File: config.mk
export PLATFORM = sky130hd
export DESIGN_NAME = adder_seq_ctrl
export DESIGN_NICKNAME = d
export VERILOG_FILES = /design/src/rtl/adder_seq_ctrl.sv
export SDC_FILE = /design/constraint.sdc
export NUM_CORES = 1
export LEC_CHECK = 0
export CORE_AREA = 2 2 130 164
export DETAILED_ROUTE_END_ITERATION = 10
export DIE_AREA = 0 0 132 166
export PLACE_DENSITY = 0.74
export SLEW_MARGIN = 10
export SYNTH_ARGS = -nofsm -noshare
export SYNTH_HDL_FRONTEND = slang
export SYNTH_SLANG_ARGS = --single-unit
File: constraint.sdc
create_clock -name clk -period 6.9 [get_ports clk]
set_input_delay 1.725 -clock clk [delete_from_list [all_inputs] [get_ports clk]]
set_output_delay 1.725 -clock clk [all_outputs]
set_load 0.02 [all_outputs]
File: src/rtl/adder_seq_ctrl.sv
// Multi-cycle adder: one SLICE-bit slice is reused over WIDTH/SLICE cycles, and the carry is held between slices.
// Optional subtract support is enabled by defining ADDER_SEQ_SUB_EN.
//
// state | meaning
// IDLE  | in_ready=1, waiting for operands
// RUN   | one slice is added per cycle; idx selects the slice
// DONE  | out_valid=1; sum and c_out are held until out_ready
module adder_seq_ctrl #(
  parameter int WIDTH = 64,
  parameter int SLICE = 16
) (
  input  logic             clk,
  input  logic             rst,
  input  logic             in_valid,
  output logic             in_ready,
  input  logic [WIDTH-1:0] a,
  input  logic [WIDTH-1:0] b,
  input  logic             c_in,
`ifdef ADDER_SEQ_SUB_EN
  input  logic             op_sub,
`endif
  output logic             out_valid,
  input  logic             out_ready,
  output logic [WIDTH-1:0] sum,
  output logic             c_out
);

  localparam int N     = WIDTH / SLICE;
  localparam int IDX_W = (N > 1) ? $clog2(N) : 1;
  localparam logic [IDX_W-1:0] LAST = IDX_W'(N - 1);

  localparam logic [1:0] IDLE = 2'd0;
  localparam logic [1:0] RUN  = 2'd1;
  localparam logic [1:0] DONE = 2'd2;

  logic [1:0]       state;
  logic [WIDTH-1:0] a_q;
  logic [WIDTH-1:0] b_q;
  logic [WIDTH-1:0] b_eff;
  logic             carry;
  logic [IDX_W-1:0] idx;
  logic [SLICE:0]   slice_res;
  logic             carry_init;

`ifdef ADDER_SEQ_SUB_EN
  logic op_sub_q;

  // Subtraction is a + ~b + 1, so the first carry is forced to 1 and c_in is ignored.
  always_comb begin
    b_eff      = op_sub_q ? ~b_q : b_q;
    carry_init = op_sub ? 1'b1 : c_in;
  end
`else
  always_comb begin
    b_eff      = b_q;
    carry_init = c_in;
  end
`endif

  always_comb begin
    slice_res = {1'b0, a_q[idx*SLICE +: SLICE]}
              + {1'b0, b_eff[idx*SLICE +: SLICE]}
              + {{SLICE{1'b0}}, carry};
  end

  assign in_ready  = (state == IDLE);
  assign out_valid = (state == DONE);

  always_ff @(posedge clk or posedge rst) begin
    if (rst) begin
      state <= IDLE;
      a_q   <= '0;
      b_q   <= '0;
      carry <= 1'b0;
      idx   <= '0;
      sum   <= '0;
      c_out <= 1'b0;
`ifdef ADDER_SEQ_SUB_EN
      op_sub_q <= 1'b0;
`endif
    end else begin
      case (state)
        IDLE: begin
          if (in_valid) begin
            a_q   <= a;
            b_q   <= b;
            carry <= carry_init;
            idx   <= '0;
            state <= RUN;
`ifdef ADDER_SEQ_SUB_EN
            op_sub_q <= op_sub;
`endif
          end
        end
        RUN: begin
          sum[idx*SLICE +: SLICE] <= slice_res[SLICE-1:0];
          carry                   <= slice_res[SLICE];
          if (idx == LAST) begin
            c_out <= slice_res[SLICE];
            state <= DONE;
          end else begin
            idx <= idx + 1'b1;
          end
        end
        DONE: begin
          if (out_ready) state <= IDLE;
        end
        default: state <= IDLE;
      endcase
    end
  end

endmodule
==> impl_metrics.ini, run 1 <==
[finish]
n_antenna_cell = 0
final_cell_mix = nand2_1, clkdlybuf4s50_1, dfrtp_1
nNetsFinal = 1241
syn_to_final_growth_pct = 30.86
final_common_cell = nand2_1
layout-drive-gt1-share_pct = 7.195

[detailed_routing]
num_vias = 7074
wl_per_cell_um = 17.20
routed_wl_um = 23610
dr.pass1.iters = 6
drc = 0
drt_iter0_drc = 513
antenna_left = 0
vias_per_cell = 5.156

[die]
die_w_um = 132
start_util_pct = 44.01
io_pins = 200
fp.dieArea_sq_um = 21910
die_h_um = 166
core-area_sq_um = 20450
num_rows = 59

[timing]
tightest_slew_ps = 1112
finalSetupViolCount = 0
rsz0062_at_grt = false
relSlewSlack_pct = 25.89
slew_viol_final = 0
clock_skew_ps = 15.50
hold_viol = 0
post-route-min-period_ps = 3780
period_share_pct = 54.78
fmax_mhz = 264.6
fin_setup_tns_ps = 0

[setup_path]
startpoint_type = flip-flop
cp.required_ps = 7210
rr_worst_depth = 11
r2r-start = idx[0]
critical_path_class = flip-flop to flip-flop
rrSetupSlack_ps = 3120
path_max_fanout = 40
rr_endpoint = c_out
critPathCaptureType = flip-flop
cp.arrival_ps = 4090

[power_and_ir_drop]
clock_power_share_pct = 15.5
swShare_pct = 44.06
pwr-share-seq_pct = 31.0
internal_power_mw = 3.388
power_frac_comb_pct = 53.5
switchingPower_mw = 2.668
ir_drop_mv = 0.3270
total_power_mw = 6.056
p_leak_nw = 5.636
power_density_nw_per_um2 = 514.2

[global_route]
antenna_found_initial = 0
grt_pass1_wl_um = 37130
globalRouteOverflowTotal = 0
grt_max_degree = 199
grt_pass1_vias = 7104
grtUsageTotal_pct = 21.76

[clock_network]
cts_tree = built
htree_levels = 4
cts_setup_buffers = 0
cts.clk_slew.worst_paths_ps = 70
worst_skew_pair.late_latency_ps = 440
ctsResizeCount = 0
cts.sinks = 198
cts_root_buffer = clkbuf_16
clockBufferDepth = 2
cts_hold_buf = 0
cts_buffers = 17

[min_path]
min_from = b_eff[58]
min_path_type = flip-flop to flip-flop
min_path_cells = 2
hold_end = b_eff[58]

[logic_synthesis]
async_flop_share_pct = 100.0
yosys.area.top_type = dfrtp_1
yosys.area.top_type_share_pct = 55.05
synth_top_flop_cell = dfrtp_1
synthTopCellsByArea = dfrtp_1, nand2_1, mux4_2, a22o_1, ha_1
ys_seq_area_share_pct = 55.05
synth_edf_count = 0
avgSynthCellArea_sq_um = 9.901
syn_inst = 909
syn_area_sq_um = 9000
yosys.cell_types.count = 44
yosys_warnings = 0
ys_seq_elements = 198
syn-num-nets = 1065

[flow_run]
maxCapViolCount = 0

[run_status]
outcome = finished, final reports clean

[place]
hpwl_um = 17110
gp_congestion = 0.8350
numPortBuffers = 199
==> power by group through the flow <==
stage,clock network [mW],logic (mW),registers [mW]
after floorplan,0,2.17,1.93
after global placement,0,3.16,1.87
after detailed placement,0,3.23,1.89
after CTS,0.956,3.24,1.88
after global routing,1.00,3.56,1.93
final,0.938,3.24,1.88
==> routing by layer <==
layer / vias to the layer above / part of all wire (%) / global-route usage, %
met5: - / 0 / 0
met4: 0 / 2.5 / 7.467
met3: 29 / 4.4 / 3.663
met2: 244 / 52 / 38.18
met1: 3415 / 41 / 27.24
li1: 3386 / - / -
==> worst max path at each step <==
stage	depth (start not counted)	end	start
finish	11	c_out	idx[0]
global route	11	carry	idx[0]
CTS	11	sum[12]	idx[0]
detailed placement	6	carry	in_valid
global placement	6	carry	in_valid
floorplan	1	a_q[0]	rst
==> synthesized netlist by cell type, types with 2 or more instances <==
master    number
o21ai_0       29
mux4_2        32
o21bai_1       2
a22o_1        40
xor2_1         5
nand2_1      429
and3_1         4
clkbuf_1      40
xnor2_1        5
o21ai_1        4
a21oi_1       14
or3_1          2
o31ai_1        2
fa_1           2
a221o_1        4
o21a_1         2
nand4_1        3
and2_1         2
o211ai_1       2
ha_1          21
o221ai_1       2
nand3_1        5
inv_1         12
nor2_1        13
a21o_1         2
nand2b_1       8
buf_2          6
dfrtp_1      198
nor3_1         4
==> through the flow <==
step / setup WS, ps / std cells / utilization, % / cell area, sq um / hold slack (ps)
final: 3120 / 1372 / 57.60 / 11780 / 472.0
after global placement: 3124 / 1340 / 54.87 / 11220 / 452.8
after detailed placement: 3077 / 1340 / 54.87 / 11220 / 457.1
after global routing: 2782 / 1372 / 57.60 / 11780 / 496.2
after CTS: 3116 / 1372 / 57.60 / 11780 / 473.9
after floorplan: 2615 / 909 / - / 9004 / 440.3
==> area by class of cell <==
type                    count  area [sq um]
clock buffers              22         484.2
well taps                 274         342.8
multi-input cells         652          3831
inverters                  12         48.80
fillers                  1767          8671
flip-flops and latches    198          4956
clock inverters            10         72.57
repair buffers            204          2042
==> critical path, stage by stage (launching register included) <==
cell	delay [ps]
dfrtp_2	340
buf_4	570
mux4_2	630
fa_1	460
inv_1	90
fa_1	200
nand2b_1	130
a21oi_1	100
o21ai_1	320
o21ai_1	190
a221oi_1	410
o21ai_0	140
==> logic make-up (layout without fill, tap and decap cells) <==
logic type,Yosys count,in the layout,share of synthesized area (%)
AND/OR/NAND/NOR,473,473,20.58
XOR/XNOR,11,11,1.154
adder cells (fa/ha/maj),23,23,3.364
multiplexers,33,33,8.119
flip-flops,198,198,55.05
buffers and inverters,59,248,2.544
AO/OA/AOI/OAI,112,112,9.189
==> registers in the layout, indices dropped and copies added (netlist names) <==
name,flops
b_eff,64
sum,64
carry,1
c_out,1
a_q,64
idx,2
state,2
Power figures use the tool's default switching activity.
==> run 2: changes to the inputs <==
==> constraint.sdc (replaced) <==
create_clock -name clk -period 3.1 [get_ports clk]
set_input_delay 0.775 -clock clk [delete_from_list [all_inputs] [get_ports clk]]
set_output_delay 0.775 -clock clk [all_outputs]
set_load 0.02 [all_outputs]
==> run 2 against run 1 <==
Core utilization increased by 3.3 points. Total power increased to 2.5 times the previous value. Routed wire length increased by 6.9%. Clock power increased by 140%. Clock skew decreased by 7.2 ps. Global-route usage increased by 1.9 points. Maximum frequency increased by 26%. Die area unchanged. Critical path depth unchanged. Critical endpoint is now sum[47]. Largest cell class unchanged. Largest power group unchanged.
==> impl_metrics.ini, run 2 (synthesized netlist as in run 1, its figures left out) <==
[run_status]
outcome = finished, final reports clean

[setup_path]
rrSetupSlack_ps = 110
critical_path_class = flip-flop to flip-flop
critPathCaptureType = flip-flop
cp.arrival_ps = 3300
cp_slowest_cell = mux4_2
cp.required_ps = 3410
cp-startpoint = idx[0]
rr_worst_depth = 11
endpoint = sum[47]
r2r-start = idx[0]
rr_endpoint = sum[47]
startpoint_type = flip-flop
path_max_fanout = 8
max_stage_delay_ps = 530
path_cells = buf_12 > buf_8 > mux4_2 > ha_1 > o211ai_1 > nor3_4 > o311ai_4 > buf_4 > o31ai_4 > xor2_2 > a22o_1

[place]
numPortBuffers = 199
dp_slack_ps = -117.6
gp_congestion = 0.8833
hpwl_um = 19010

[global_route]
globalRouteOverflowTotal = 0
antenna_found_initial = 0
grt_pass1_wl_um = 40410
grt_pass1_vias = 7668
grtUsageTotal_pct = 23.62
grt_max_degree = 113

[detailed_routing]
wl_per_cell_um = 17.78
wl_met1_um = 10050
num_vias = 7336
met2_length_um = 13340
routed_wl_um = 25240
dr.max_layer_used = met4
antenna_left = 0
dr.pass1.iters = 5
met3_length_um = 1046
drt_iter0_drc = 525
drc = 0
vias_per_cell = 5.170

[die]
die_h_um = 166
core-area_sq_um = 20450
num_rows = 59
die_w_um = 132
io_pins = 200
fp.dieArea_sq_um = 21910
start_util_pct = 44.01

[timing]
finalSetupViolCount = 0
clock_skew_ps = 8.325
tightest_slew_ps = 671.0
post-route-min-period_ps = 2990
relSlewSlack_pct = 54.79
hold_viol = 0
slew_viol_final = 0
fmax_mhz = 334.5
period_share_pct = 96.44
setup_ws_ps = 110.3
worst_hold_slack_ps = 473.1

[clock_network]
cts.clk_slew.worst_paths_ps = 70
cts_root_buffer = clkbuf_16
worst_skew_pair.late_latency_ps = 430
htree_levels = 4
clockBufferDepth = 2
cts_hold_buf = 0
cts.sinks = 198
cts_buffers = 17
cts_tree = built

[min_path]
min_path_type = flip-flop to flip-flop

[power_and_ir_drop]
clock_power_share_pct = 14.5
internal_power_mw = 8.830
power_frac_comb_pct = 57.5
ir_drop_mv = 0.6541
pwr-share-seq_pct = 28.0
switchingPower_mw = 6.529
swShare_pct = 42.51
power_density_nw_per_um2 = 1234
p_leak_nw = 5.907

[finish]
n_antenna_cell = 0
fill_cells = 1726
seqCellArea_sq_um = 4957
nNetsFinal = 1288
multi_input_area_sq_um = 4005
final_cell_mix = nand2_1, clkdlybuf4s50_1, dfrtp_1
final_common_cell = nand2_1
layout-drive-gt1-share_pct = 12.93
syn_to_final_growth_pct = 38.33

[flow_run]
maxCapViolCount = 0
-- run 2: worst min path at each step --
| stage | start | slack [ps] | to | cells past startpoint |
|---|---|---|---|---|
| 2_1_floorplan | a_q[32] | 440 | a_q[32] | 2 |
| 3_3_place_gp | b_eff[41] | 450 | b_eff[41] | 2 |
| 3_5_place_dp | b_eff[9] | 460 | b_eff[9] | 2 |
| 4_1_cts | b_eff[9] | 480 | b_eff[9] | 2 |
| 5_1_grt | b_eff[11] | 500 | b_eff[11] | 2 |
| 6_report | b_eff[9] | 470 | b_eff[9] | 2 |
-- run 2: timing repair --
item / CTS / global route
cloned: 0 / 0
hold endpoints to repair: 0 / 0
pin swaps: 3 / 11
gates resized for setup: 13 / 21
setup endpoints to repair: 18 / 38
setup buffers: 3 / 9
-- run 2: routing by layer --
metal  track usage (%)  vias to the layer above
li1                  -                     3472
met1             28.88                     3598
met2             41.51                      220
met3             4.365                       46
met4             8.979                        0
met5                 0                        -
-- run 2: area by class of cell --
cell class,count,share of cell area (%)
multi-input cells,652,32.17
repair buffers,251,20.09
well taps,274,2.754
flip-flops and latches,198,39.82
clock inverters,10,0.9648
clock buffers,22,3.809
inverters,12,0.3920
-- run 2: metrics by stage --
step | cells | power, mW | area [sq um] | utilization [%] | setup TNS [ps]
2_1_floorplan | 909 | 9.166 | 9021 | - | -46600
3_3_place_gp | 1375 | 12.12 | 11550 | 56.48 | -240.9
3_5_place_dp | 1375 | 12.31 | 11550 | 56.48 | -602.2
4_1_cts | 1410 | 14.77 | 12230 | 59.79 | 0
5_1_grt | 1419 | 16.40 | 12450 | 60.88 | -7.702
6_report | 1419 | 15.36 | 12450 | 60.88 | 0
-- run 2: power groups by stage --
| stage | clock network (mW) | registers (mW) | logic, mW |
|---|---|---|---|
| floorplan | 0 | 4.29 | 4.88 |
| global placement | 0 | 4.32 | 7.80 |
| detailed placement | 0 | 4.34 | 7.97 |
| CTS | 2.25 | 4.31 | 8.20 |
| global route | 2.35 | 4.41 | 9.64 |
| finish | 2.23 | 4.29 | 8.83 |
-- run 2: worst max-delay path: cells and delay by family (launching register included) --
| family | cells | cell delay (ps) |
|---|---|---|
| adder cells (fa/ha/maj) | 1 | 330 |
| AO/OA/AOI/OAI | 4 | 810 |
| AND/OR/NAND/NOR | 1 | 100 |
| XOR/XNOR | 1 | 210 |
| multiplexers | 1 | 530 |
| flip-flops | 1 | 400 |
| buffers and inverters | 3 | 500 |
==> run 3: changes to the inputs <==
--- a/config.mk
+++ b/config.mk
@@ -5,10 +5,10 @@
 export SDC_FILE = /design/constraint.sdc
 export NUM_CORES = 1
 export LEC_CHECK = 0
-export CORE_AREA = 2 2 130 164
+export CORE_AREA = 2 2 129 162
 export DETAILED_ROUTE_END_ITERATION = 10
-export DIE_AREA = 0 0 132 166
-export PLACE_DENSITY = 0.74
+export DIE_AREA = 0 0 131 164
+export PLACE_DENSITY = 0.76
 export SLEW_MARGIN = 10
 export SYNTH_ARGS = -nofsm -noshare
 export SYNTH_HDL_FRONTEND = slang
==> run 3 against run 2 <==
Clock skew decreased by 0.91 ps. Cell area fell by 1.2%. Combinational power shrank 4.9%. Flip-flop and latch count did not move. Worst hold slack got worse by 0.58 ps.
==> impl_metrics.ini, run 3 (synthesized netlist as in run 1, its figures left out) <==
[global_route]
grt_pass1_wl_um = 38860
antenna_found_initial = 0
grtUsageTotal_pct = 23.97
grt_max_degree = 102
globalRouteOverflowTotal = 0
grt_pass1_vias = 7474

[die]
num_rows = 58
io_pins = 200
fp.dieArea_sq_um = 21480
start_util_pct = 45.10
die_h_um = 164
core-area_sq_um = 19960
die_w_um = 131

[place]
gp_congestion = 0.8711
hpwl_um = 18250
numPortBuffers = 199
place_area_sq_um = 11520
dp_slack_ps = -68.81

[finish]
nNetsFinal = 1282
final_common_cell = nand2_1
fill_cells = 1638
final_cell_mix = nand2_1, clkdlybuf4s50_1, dfrtp_1
fin_area_sq_um = 12300
layout-drive-gt1-share_pct = 12.12
syn_to_final_growth_pct = 36.70
n_antenna_cell = 0

[detailed_routing]
vias_per_cell = 5.197
drc = 0
drt_iter0_drc = 517
wl_per_cell_um = 17.59
dr.max_layer_used = met4
routed_wl_um = 24780
wl_met1_um = 9678
antenna_left = 0
met2_length_um = 13000
dr.pass1.iters = 5
num_vias = 7322
met3_length_um = 1225

[timing]
tightest_slew_ps = 663.2
fmax_mhz = 334.3
period_share_pct = 96.49
fin_setup_tns_ps = 0
post-route-min-period_ps = 2991
relSlewSlack_pct = 55.68
worst_hold_slack_ps = 472.5
finalSetupViolCount = 0
hold_viol = 0
clock_skew_ps = 7.418
slew_viol_final = 0
setup_ws_ps = 108.7

[power_and_ir_drop]
power_density_nw_per_um2 = 1223
ir_drop_mv = 0.7436
total_power_mw = 15.05
p_leak_nw = 5.877

[setup_path]
cp.arrival_ps = 3370
cp-startpoint = idx[0]
cp.required_ps = 3480
r2r-start = idx[0]
critical_path_class = flip-flop to flip-flop
critPathCaptureType = flip-flop
startpoint_type = flip-flop
path_max_fanout = 6

[clock_network]
cts_root_buffer = clkbuf_16
cts_tree = built
cts_hold_buf = 0
worst_skew_pair.late_latency_ps = 440
cts.clk_slew.worst_paths_ps = 70
clockBufferDepth = 2
htree_levels = 4
cts_buffers = 17
cts.sinks = 198

[run_status]
outcome = finished, final reports clean

[min_path]
min_from = b_eff[37]
min_path_type = flip-flop to flip-flop

[flow_run]
maxCapViolCount = 0
==> run 3: cell count changes in the layout (fill, tap and decap cells not counted), moves of 2 or more <==
cell	previous run	this run
buf_6	1	3
inv_6	2	4
ha_1	14	21
inv_8	0	2
buf_4	41	38
clkbuf_1	2	0
buf_12	8	4
clkinv_2	2	0
ha_4	7	0
clkbuf_8	3	1
==> run 3: critical path: stages (launching register included) <==
cell and delay, ps:
dfrtp_2 470, buf_6 170, mux4_2 540, ha_1 370, o211ai_1 100, buf_4 160, nor3_4 170, o311ai_4 150
o31ai_2 340, xor2_2 270, a22o_1 170
==> run 3: worst paths after layout <==
check | endpoint | slack, ps | cells after the start
max | sum[31] | 110 | 10
min | b_eff[37] | 470 | 2
max reg2reg | sum[31] | 110 | 10
min reg2reg | b_eff[37] | 470 | 2
max in group asynchronous | idx[0] | 1790 | 3
min in group asynchronous | sum[19] | 860 | 3
==> run 3: per-layer routing <==
layer,GRT usage [%],up-vias
li1,-,3466
met1,29.36,3540
met2,41.69,263
met3,3.648,53
met4,10.59,0
met5,0,-
==> run 3: where the power goes <==
part	switching, mW	leakage (nW)	internal [mW]
clock network	1.03	0.298	1.32
logic	4.75	3.04	3.65
registers	0.686	2.54	3.62
total	6.47	5.88	8.58
==> run 3: area by class of cell <==
cell class	instances	area (sq um)	area share, %
Sequential cell	198	4957	40.29
Tap cell	270	337.8	2.746
Inverter	12	48.80	0.3966
Multi-Input combinational cell	652	3926	31.91
Clock buffer	18	439.2	3.570
Clock inverter	14	187.7	1.525
Timing Repair Buffer	245	2406	19.56
==> run 3: through the flow <==
| step | util (%) | instances |
|---|---|---|
| final | 61.65 | 1409 |
| after global routing | 61.65 | 1409 |
| after CTS | 61.03 | 1405 |
| after detailed placement | 57.72 | 1371 |
| after global placement | 57.72 | 1371 |
| after floorplan | - | 909 |
==> run 3: repair_timing <==
item	in CTS	in global routing
resized for setup	3	22
setup buffers	2	4
pin swaps	0	10
setup endpoints to repair	22	31
